`src/rtl/gfx_rom_arbiter.sv`:
```
// gfx_rom_arbiter: shares one variable-latency graphics-ROM read port between
// the BG0 and BG1 tile fetchers and the sprite character fetcher.
//
// Arbitration order: a sprite that has waited long enough is forced first.
// Otherwise the BG layers win and alternate between themselves. The sprite
// takes any slot left idle. A WAIT-cycle counter completes every grant even
// if the memory never answers.
//
// After each ack the block spends one extra IDLE cycle before it arbitrates
// again. A requester sees its ack at the end of the ack cycle and only then
// drops its request, so arbitrating in the ack cycle would grant that
// requester a second time.
module gfx_rom_arbiter #(
    parameter int              AW         = 18,
    parameter int              DW         = 24,
    parameter logic [AW-1:0]   BG_BASE    = 18'h20000,
    parameter logic [AW-1:0]   SPR_BASE   = 18'h00000,
    parameter int              SPR_STARVE = 3,
    parameter int              TIMEOUT    = 15
) (
    input  logic          VCLKx8,
    input  logic          RESET,
    input  logic          bg0_req,
    input  logic [13:0]   bg0_ad,
    output logic          bg0_ack,
    input  logic          bg1_req,
    input  logic [13:0]   bg1_ad,
    output logic          bg1_ack,
    input  logic          spr_req,
    input  logic [17:0]   spr_ad,
    output logic          spr_ack,
    output logic [DW-1:0] rd_data,
    output logic          mem_rd,
    output logic [AW-1:0] mem_ad,
    input  logic          mem_valid,
    input  logic [DW-1:0] mem_dt,
    output logic          timeout_err,
    input  logic          err_clr
);

    localparam int SW = (SPR_STARVE < 1) ? 1 : $clog2(SPR_STARVE + 1);
    localparam int CW = (TIMEOUT < 2) ? 1 : $clog2(TIMEOUT);

    localparam logic [SW-1:0] STARVE_MAX  = SW'(SPR_STARVE);
    localparam logic [SW-1:0] STARVE_ZERO = SW'(0);
    localparam logic [SW-1:0] STARVE_ONE  = SW'(1);
    localparam logic [CW-1:0] WAIT_LAST   = CW'(TIMEOUT - 1);
    localparam logic [CW-1:0] WAIT_ZERO   = CW'(0);
    localparam logic [CW-1:0] WAIT_ONE    = CW'(1);

    typedef enum logic [1:0] {
        IDLE  = 2'd0,
        ISSUE = 2'd1,
        WAIT  = 2'd2
    } state_t;

    typedef enum logic [1:0] {
        OWN_BG0 = 2'd0,
        OWN_BG1 = 2'd1,
        OWN_SPR = 2'd2
    } owner_t;

    state_t         state_r;
    state_t         state_s;
    owner_t         owner_r;
    owner_t         grant_own_s;
    logic           grant_vld_s;
    logic [AW-1:0]  grant_ad_s;
    logic           rr_ptr_r;       // 0: BG0 next on a tie, 1: BG1 next
    logic           rr_ptr_s;
    logic [SW-1:0]  starve_cnt_r;
    logic [SW-1:0]  starve_cnt_s;
    logic [CW-1:0]  wait_cnt_r;
    logic [CW-1:0]  wait_cnt_s;
    logic           data_done_s;
    logic           tmo_done_s;
    logic           owner_req_s;
    logic           ack_s;
    logic           hold_r;         // high in the ack cycle: no arbitration

    logic           bg0_ack_r;
    logic           bg1_ack_r;
    logic           spr_ack_r;
    logic [DW-1:0]  rd_data_r;
    logic           mem_rd_r;
    logic [AW-1:0]  mem_ad_r;
    logic           timeout_err_r;

    // Next-state, arbitration and WAIT-counter decisions
    always_comb begin
        state_s      = state_r;
        grant_vld_s  = 1'b0;
        grant_own_s  = OWN_BG0;
        grant_ad_s   = {AW{1'b0}};
        rr_ptr_s     = rr_ptr_r;
        starve_cnt_s = starve_cnt_r;
        wait_cnt_s   = wait_cnt_r;
        data_done_s  = 1'b0;
        tmo_done_s   = 1'b0;

        case (state_r)
            IDLE: begin
                if (!hold_r && (bg0_req || bg1_req || spr_req)) begin
                    grant_vld_s = 1'b1;
                    state_s     = ISSUE;
                    if (spr_req && (starve_cnt_r == STARVE_MAX)) begin
                        grant_own_s = OWN_SPR;
                    end else if (bg0_req && bg1_req) begin
                        grant_own_s = rr_ptr_r ? OWN_BG1 : OWN_BG0;
                        rr_ptr_s    = ~rr_ptr_r;
                    end else if (bg0_req) begin
                        grant_own_s = OWN_BG0;
                        rr_ptr_s    = 1'b1;
                    end else if (bg1_req) begin
                        grant_own_s = OWN_BG1;
                        rr_ptr_s    = 1'b0;
                    end else begin
                        grant_own_s = OWN_SPR;
                    end

                    // Count BG grants that passed over a waiting sprite
                    if (grant_own_s == OWN_SPR) begin
                        starve_cnt_s = STARVE_ZERO;
                    end else if (spr_req && (starve_cnt_r < STARVE_MAX)) begin
                        starve_cnt_s = starve_cnt_r + STARVE_ONE;
                    end else begin
                        starve_cnt_s = starve_cnt_r;
                    end

                    case (grant_own_s)
                        OWN_BG0: grant_ad_s = BG_BASE + AW'(bg0_ad);
                        OWN_BG1: grant_ad_s = BG_BASE + AW'(bg1_ad);
                        OWN_SPR: grant_ad_s = SPR_BASE + AW'(spr_ad);
                        default: grant_ad_s = {AW{1'b0}};
                    endcase
                end else begin
                    state_s = IDLE;
                end
            end
            ISSUE: begin
                state_s    = WAIT;
                wait_cnt_s = WAIT_ZERO;
            end
            WAIT: begin
                if (mem_valid) begin
                    data_done_s = 1'b1;
                    state_s     = IDLE;
                end else if (wait_cnt_r == WAIT_LAST) begin
                    tmo_done_s = 1'b1;
                    state_s    = IDLE;
                end else begin
                    wait_cnt_s = wait_cnt_r + WAIT_ONE;
                end
            end
            default: begin
                state_s = IDLE;
            end
        endcase

        // A sprite that is not asking cannot be starved
        if (!spr_req) begin
            starve_cnt_s = STARVE_ZERO;
        end else begin
            starve_cnt_s = starve_cnt_s;
        end
    end

    // Ack qualification: the owner must still be requesting at completion
    always_comb begin
        owner_req_s = 1'b0;
        case (owner_r)
            OWN_BG0: owner_req_s = bg0_req;
            OWN_BG1: owner_req_s = bg1_req;
            OWN_SPR: owner_req_s = spr_req;
            default: owner_req_s = 1'b0;
        endcase
        ack_s = (data_done_s || tmo_done_s) && owner_req_s;
    end

    // FSM state and arbitration bookkeeping registers
    always_ff @(posedge VCLKx8 or posedge RESET) begin
        if (RESET) begin
            state_r      <= IDLE;
            rr_ptr_r     <= 1'b0;
            starve_cnt_r <= STARVE_ZERO;
            wait_cnt_r   <= WAIT_ZERO;
            hold_r       <= 1'b0;
        end else begin
            state_r      <= state_s;
            rr_ptr_r     <= rr_ptr_s;
            starve_cnt_r <= starve_cnt_s;
            wait_cnt_r   <= wait_cnt_s;
            hold_r       <= ack_s;
        end
    end

    // Registered memory-side and requester-side outputs
    always_ff @(posedge VCLKx8 or posedge RESET) begin
        if (RESET) begin
            owner_r       <= OWN_BG0;
            mem_rd_r      <= 1'b0;
            mem_ad_r      <= {AW{1'b0}};
            bg0_ack_r     <= 1'b0;
            bg1_ack_r     <= 1'b0;
            spr_ack_r     <= 1'b0;
            rd_data_r     <= {DW{1'b0}};
            timeout_err_r <= 1'b0;
        end else begin
            mem_rd_r <= grant_vld_s;
            if (grant_vld_s) begin
                owner_r  <= grant_own_s;
                mem_ad_r <= grant_ad_s;
            end else begin
                owner_r  <= owner_r;
                mem_ad_r <= mem_ad_r;
            end

            bg0_ack_r <= ack_s && (owner_r == OWN_BG0);
            bg1_ack_r <= ack_s && (owner_r == OWN_BG1);
            spr_ack_r <= ack_s && (owner_r == OWN_SPR);

            if (ack_s) begin
                rd_data_r <= data_done_s ? mem_dt : {DW{1'b0}};
            end else begin
                rd_data_r <= rd_data_r;
            end

            if (err_clr) begin
                timeout_err_r <= 1'b0;
            end else if (tmo_done_s) begin
                timeout_err_r <= 1'b1;
            end else begin
                timeout_err_r <= timeout_err_r;
            end
        end
    end

    assign bg0_ack     = bg0_ack_r;
    assign bg1_ack     = bg1_ack_r;
    assign spr_ack     = spr_ack_r;
    assign rd_data     = rd_data_r;
    assign mem_rd      = mem_rd_r;
    assign mem_ad      = mem_ad_r;
    assign timeout_err = timeout_err_r;

endmodule

```
`config.mk`:
```
export PLATFORM = sky130hd
export DESIGN_NAME = gfx_rom_arbiter
export DESIGN_NICKNAME = d
export VERILOG_FILES = /design/src/rtl/gfx_rom_arbiter.sv
export SDC_FILE = /design/constraint.sdc
export NUM_CORES = 1
export LEC_CHECK = 0
export BUFFER_PORTS_ARGS = -buffer_cell sky130_fd_sc_hd__buf_2
export CAP_MARGIN = 20
export CORE_MARGIN = 2
export CORE_UTILIZATION = 54
export CTS_CLUSTER_DIAMETER = 30
export CTS_CLUSTER_SIZE = 20
export DETAILED_ROUTE_END_ITERATION = 6
export GPL_TIMING_DRIVEN = 0
export PLACE_DENSITY = 0.9
export SETUP_SLACK_MARGIN = 0.1
export SYNTH_ARGS = -nofsm -noshare
export SYNTH_HDL_FRONTEND = slang
export SYNTH_SLANG_ARGS = --single-unit
```
`constraint.sdc`:
```
create_clock -name VCLKx8 -period 2.6 [get_ports VCLKx8]
set_input_delay 0.26 -clock VCLKx8 [delete_from_list [all_inputs] [get_ports VCLKx8]]
set_output_delay 0.26 -clock VCLKx8 [all_outputs]
set_load 0.05 [all_outputs]
```
* Yosys cells after proc, flatten, opt, wreduce, memory -nomap -nowiden *
Cells that the tools add are included.

cells by class
  add/sub/neg operators = 4
  $lt $le $gt $ge = 1
  equality and inequality tests = 14
  muxes and demuxes = 38
  bitwise gates (word level) = 2
  reductions and logical operators = 21

operator list
  kind                      count
  $pmux W18 S3              1
  $add A18 B14 Y18 const A  2
  $mux W18                  2
  $mux W2                   15
  $mux W24                  1
  $mux W1                   14
  $eq A2 B2 Y1 const B      4
  $logic_and A1 B1 Y1       8
  $mux W4                   2
  $pmux W4 S2               1
  $eq A2 B1 Y1 const B      3
  $logic_not A2 Y1          3
  $pmux W2 S3               1
  $reduce_and A3 Y1         2
  $add A4 B1 Y4 const B     1
  $eq A4 B4 Y1 const B      1
  $ne A2 B1 Y1 const B      2
  $ne A2 B2 Y1 const B      2
  $reduce_and A4 Y1         1
  $reduce_bool A2 Y1        2
  $logic_or A1 B1 Y1        3
  $ne A3 B1 Y1 const B      1
  $ne A3 B3 Y1 const B      1
  $pmux W1 S3               1
  5 further kinds           6

word-level totals
  flip-flop bits (word level) = 59
  input port bits = 77
  output and inout port bits = 47

* Longest topological paths before layout *
  depth after elaboration = 11
  gate-level depth with buffers = 6
  depth with buffers taken out = 5

* Worst setup path after synthesis *
Ideal clock, no wire load.

  path kind = register to register
  from = register wait_cnt_r[0]
  to = register wait_cnt_r[0]
  library setup time = 0.124 ns
  arrival time = 1.347 ns
  setup slack = 1.129 ns
  cell stages (with the launch flop) = 6
  cell sequence = dfrtp_1 > inv_1 > ha_1 > a31oi_1 > a21oi_1 > a211o_1

on the way
  longest elaborated chain between the ends = 4

RTL lines
  what                    line  RTL
  start, declared         73    logic [CW-1:0] wait_cnt_r;
  start signal, assigned  192   wait_cnt_r <= wait_cnt_s;
  $add A4 B1 Y4           152   wait_cnt_s = wait_cnt_r + WAIT_ONE;
  $mux W4                 148   end else if (wait_cnt_r == WAIT_LAST) begin
  $mux W4                 145   if (mem_valid) begin
  $pmux W4 S2             101   case (state_r)

Several ways; a longest one is shown, not always the timed one. The select of a mux whose other input is x is not followed.
A chain may end at the register's enable or synchronous reset.

* Worst setup path after layout *
  from = register wait_cnt_r[0]
  to = register rd_data_r[8], in the netlist rd_data[8]

on the way
  longest elaborated chain between the ends = 6

RTL lines
  what                  line  RTL
  $eq A4 B4 Y1          148
  $mux W1               148
  $mux W1               145
  $mux W1               101
  $logic_or A1 B1 Y1    177   ack_s = (data_done_s || tmo_done_s) && owner_req_s;
  $logic_and A1 B1 Y1   177
  end signal, assigned  206   rd_data_r <= {DW{1'b0}};
  end signal, assigned  223   rd_data_r <= data_done_s ? mem_dt : {DW{1'b0}};
  end signal, assigned  225   rd_data_r <= rd_data_r;
  end, declared         84    logic [DW-1:0] rd_data_r;

No other way between the ends.

==> impl_metrics.env <==
export IMPL_crit_start="wait_cnt_r[0]$_DFFE_PP0P_"
export IMPL_critPathTopFamily="flip-flops"
export IMPL_synth_cell_types=53
export IMPL_hp_start="err_clr"
export IMPL_ff2ff_path_depth=6
export IMPL_setup_viol=0
export IMPL_place_area_um2=4250
export IMPL_max_slew_margin_rel_pct=65.2
export IMPL_critical_path_class="register to register"
export IMPL_r2r_start="wait_cnt_r[0]$_DFFE_PP0P_"
export IMPL_place_gp_congestion=0.810
export IMPL_max_freq_ghz=0.552
export IMPL_utilization_pct=70.3
export IMPL_syn2layout_area_growth_pct=26.6
export IMPL_ys_top_cells_by_area="dfrtp_1, o221ai_2, a22oi_1"
export IMPL_crit_chain="inv_1 > ha_1 > nand3_1 > clkbuf_1 > a22oi_1 > o221ai_2"
export IMPL_cts_tree="yes"
export IMPL_p_comb_share_pct=54.3
export IMPL_finalClockSkew_ns=0.0129
export IMPL_start_kind="register"
export IMPL_hold_viol_final=0
export IMPL_worst_path_buf_inv=2
export IMPL_crit_fanout=10
export IMPL_whs_ns=0.0786
export IMPL_fin_crit_sh_pct=69.7
export IMPL_via_per_inst=5.89
export IMPL_cts_max_path_buffers=2
export IMPL_critical_path_arrival_ns=2.02
export IMPL_setup_tns_ns=0
export IMPL_wl_per_cell_um=16.1
export IMPL_syn_cell_area_um2=3530
export IMPL_core_area_um2=6350
export IMPL_cpPeakStageDelay_ns=0.42
export IMPL_cts_buffers=9
export IMPL_p_per_area_nw_per_um2=1140
export IMPL_drive_gt1_share_pct=41.5
export IMPL_path_depth=6
export IMPL_reg2reg_slack_ns=0.79
export IMPL_layout_nets=557
export IMPL_fin_area_um2=4470
export IMPL_total_power_uw=5110
export IMPL_p_sw_uw=2480
export IMPL_antenna_left=0
export IMPL_maxSlewViolCount=0
export IMPL_drcViolationCount=0
export IMPL_vias=3290
export IMPL_die_area_um2=7200
export IMPL_start_util_pct=55.6
export IMPL_cap_violations=0
export IMPL_cts_num_sinks=59
export IMPL_io_pins=124
export IMPL_synth_common_cells="dfrtp_1, inv_1, nand2_1"
export IMPL_syn_avg_cell_area_um2=10.3
export IMPL_port_buffers=121
export IMPL_worstMarginPinSlew_ns=0.522
export IMPL_synth_ff_type="dfrtp_1"
export IMPL_gr_usage_all_layers_pct=25.3
export IMPL_seq_area_frac_synth_pct=41.8
export IMPL_worstSetupEndpointType="register"
export IMPL_cts_root_buf="clkbuf_8"
export IMPL_power_leakage_uw=0.00208
export IMPL_yosysWarnings=0
export IMPL_synth_edf_count=0
export IMPL_pwr_share_seq_pct=28.7
export IMPL_clk_latency_ns=0.33
export IMPL_intPower_uw=2640
export IMPL_slowest_stage="dfrtp_1"
export IMPL_wl_mm=8.99
export IMPL_ir_drop_mv=0.698
export IMPL_placementRows=29
export IMPL_ys_async_sr_fraction_pct=100
export IMPL_p_sw_share_pct=48.4
export IMPL_grt_pass1_wl_mm=14.8
export IMPL_path_clk_slew_ns=0.07
export IMPL_die_h_um=84.8
export IMPL_required_ns=2.80
export IMPL_synth_top_area_share_pct=41.8
export IMPL_rsz0062_at_grt="false"
export IMPL_overflow=0
export IMPL_whs_path_depth=2
export IMPL_yosys_area_top_type="dfrtp_1"
export IMPL_synth_nets=423
export IMPL_grt_max_degree=39
export IMPL_antenna_found_initial=0
export IMPL_dr_pass1_iters=5
export IMPL_diodes=0
export IMPL_synth_seq_cells=59
export IMPL_syn_instance_count=343
export IMPL_clkPwrFrac_pct=17.0
export IMPL_grt_pass1_vias=3279
export IMPL_h_tree_depth=3
export IMPL_synth_most_common_cell="dfrtp_1"
export IMPL_drt_initial_drc_count=178
export IMPL_fp_dieW_um=84.8
export IMPL_period_minus_slack_ns=1.81
export IMPL_outcome="complete, no violations"
export IMPL_dp_hpwl_mm=6.59
export IMPL_cts_resized=0
export IMPL_hp_class="input port to register"
worst reg2reg max path: stages, from the launching register on:
cell,delay (ns)
dfrtp_1,0.42
inv_1,0.08
ha_1,0.19
nand3_1,0.27
clkbuf_1,0.31
a22oi_1,0.27
o221ai_2,0.14
cell families after synthesis:
group                    synth area share, %
adder cells (fa/ha/maj)                 1.06
buffers and inverters                   9.36
AO/OA/AOI/OAI                           30.8
flip-flops                              41.8
multiplexers                           0.709
AND/OR/NAND/NOR                         16.2
timing repair:
item,CTS,global route
buffers inserted,0,0
endpoints found under the hold margin,21,0
hold buffers,1,0
layout by cell type, fill, tap and decap left out, types with 2 or more instances in the layout:
master,Yosys,layout
a32oi_1,14,14
ha_1,3,3
clkbuf_8,0,12
nor2_1,4,4
a31oi_1,8,8
a22oi_1,24,24
clkbuf_1,10,13
nor2b_1,15,15
o221ai_1,4,4
a22o_1,2,2
a21oi_1,20,20
nand3_1,16,16
o221ai_2,20,20
and2b_1,10,10
buf_2,9,130
dfrtp_1,59,59
nand4_1,4,4
nand2_1,28,28
buf_4,4,4
buf_6,8,8
o21a_1,2,2
o21ai_2,4,4
a31oi_2,8,8
a21boi_2,2,2
nor3b_1,2,2
inv_1,34,33
nand2b_1,2,2
metal layers:
| layer | global-route usage, % | share of wire (%) |
|---|---|---|
| met2 | 42.2 | 50 |
| met1 | 32.8 | 41 |
| met5 | 0 | 0 |
| met4 | 8.51 | 1.4 |
| met3 | 5.64 | 6.8 |
flip-flops by register name, summed over array words and instances (netlist names):
register and count:
state_r 2, wait_cnt_r 4, timeout_err 1, bg0_ack 1, mem_ad 18, owner_r 2
bg1_ack 1, spr_ack 1, rr_ptr_r 1, starve_cnt_r 2, hold_r 1, mem_rd 1
rd_data 24
cell type report:
cell class              count  area [um2]
well taps                  77        96.3
plain buffers              31         203
multi-input cells         219        1720
flip-flops and latches     59        1480
repair buffers            123         636
fillers                   447        1880
clock buffers              15         176
clock inverters             1        30.0
inverters                  34         128
through the flow:
| step | setup slack, ns | instances |
|---|---|---|
| final | 0.788 | 559 |
| after global routing | 0.667 | 559 |
| after CTS | 0.824 | 559 |
| after detailed placement | 0.833 | 542 |
| after global placement | 0.139 | 541 |
| after floorplan | 0.884 | 343 |
final timing paths:
check / endpoint
worst max register to register: rd_data[8]$_DFFE_PP0P_
worst min register to register: timeout_err$_DFFE_PP0P_
max in group asynchronous: rd_data[22]$_DFFE_PP0P_
min in group asynchronous: rd_data[0]$_DFFE_PP0P_
worst max-delay path: rd_data[8]$_DFFE_PP0P_
worst min-delay path: timeout_err$_DFFE_PP0P_
power by group through the flow:
stage	registers, uW	clock network, uW	logic, uW
finish	1470	869	2780
global route	1510	922	2960
CTS	1460	882	2780
detailed placement	1470	0	2770
global placement	1450	0	2680
floorplan	2270	0	1340
No activity file was read; power rests on OpenSTA's default activity.
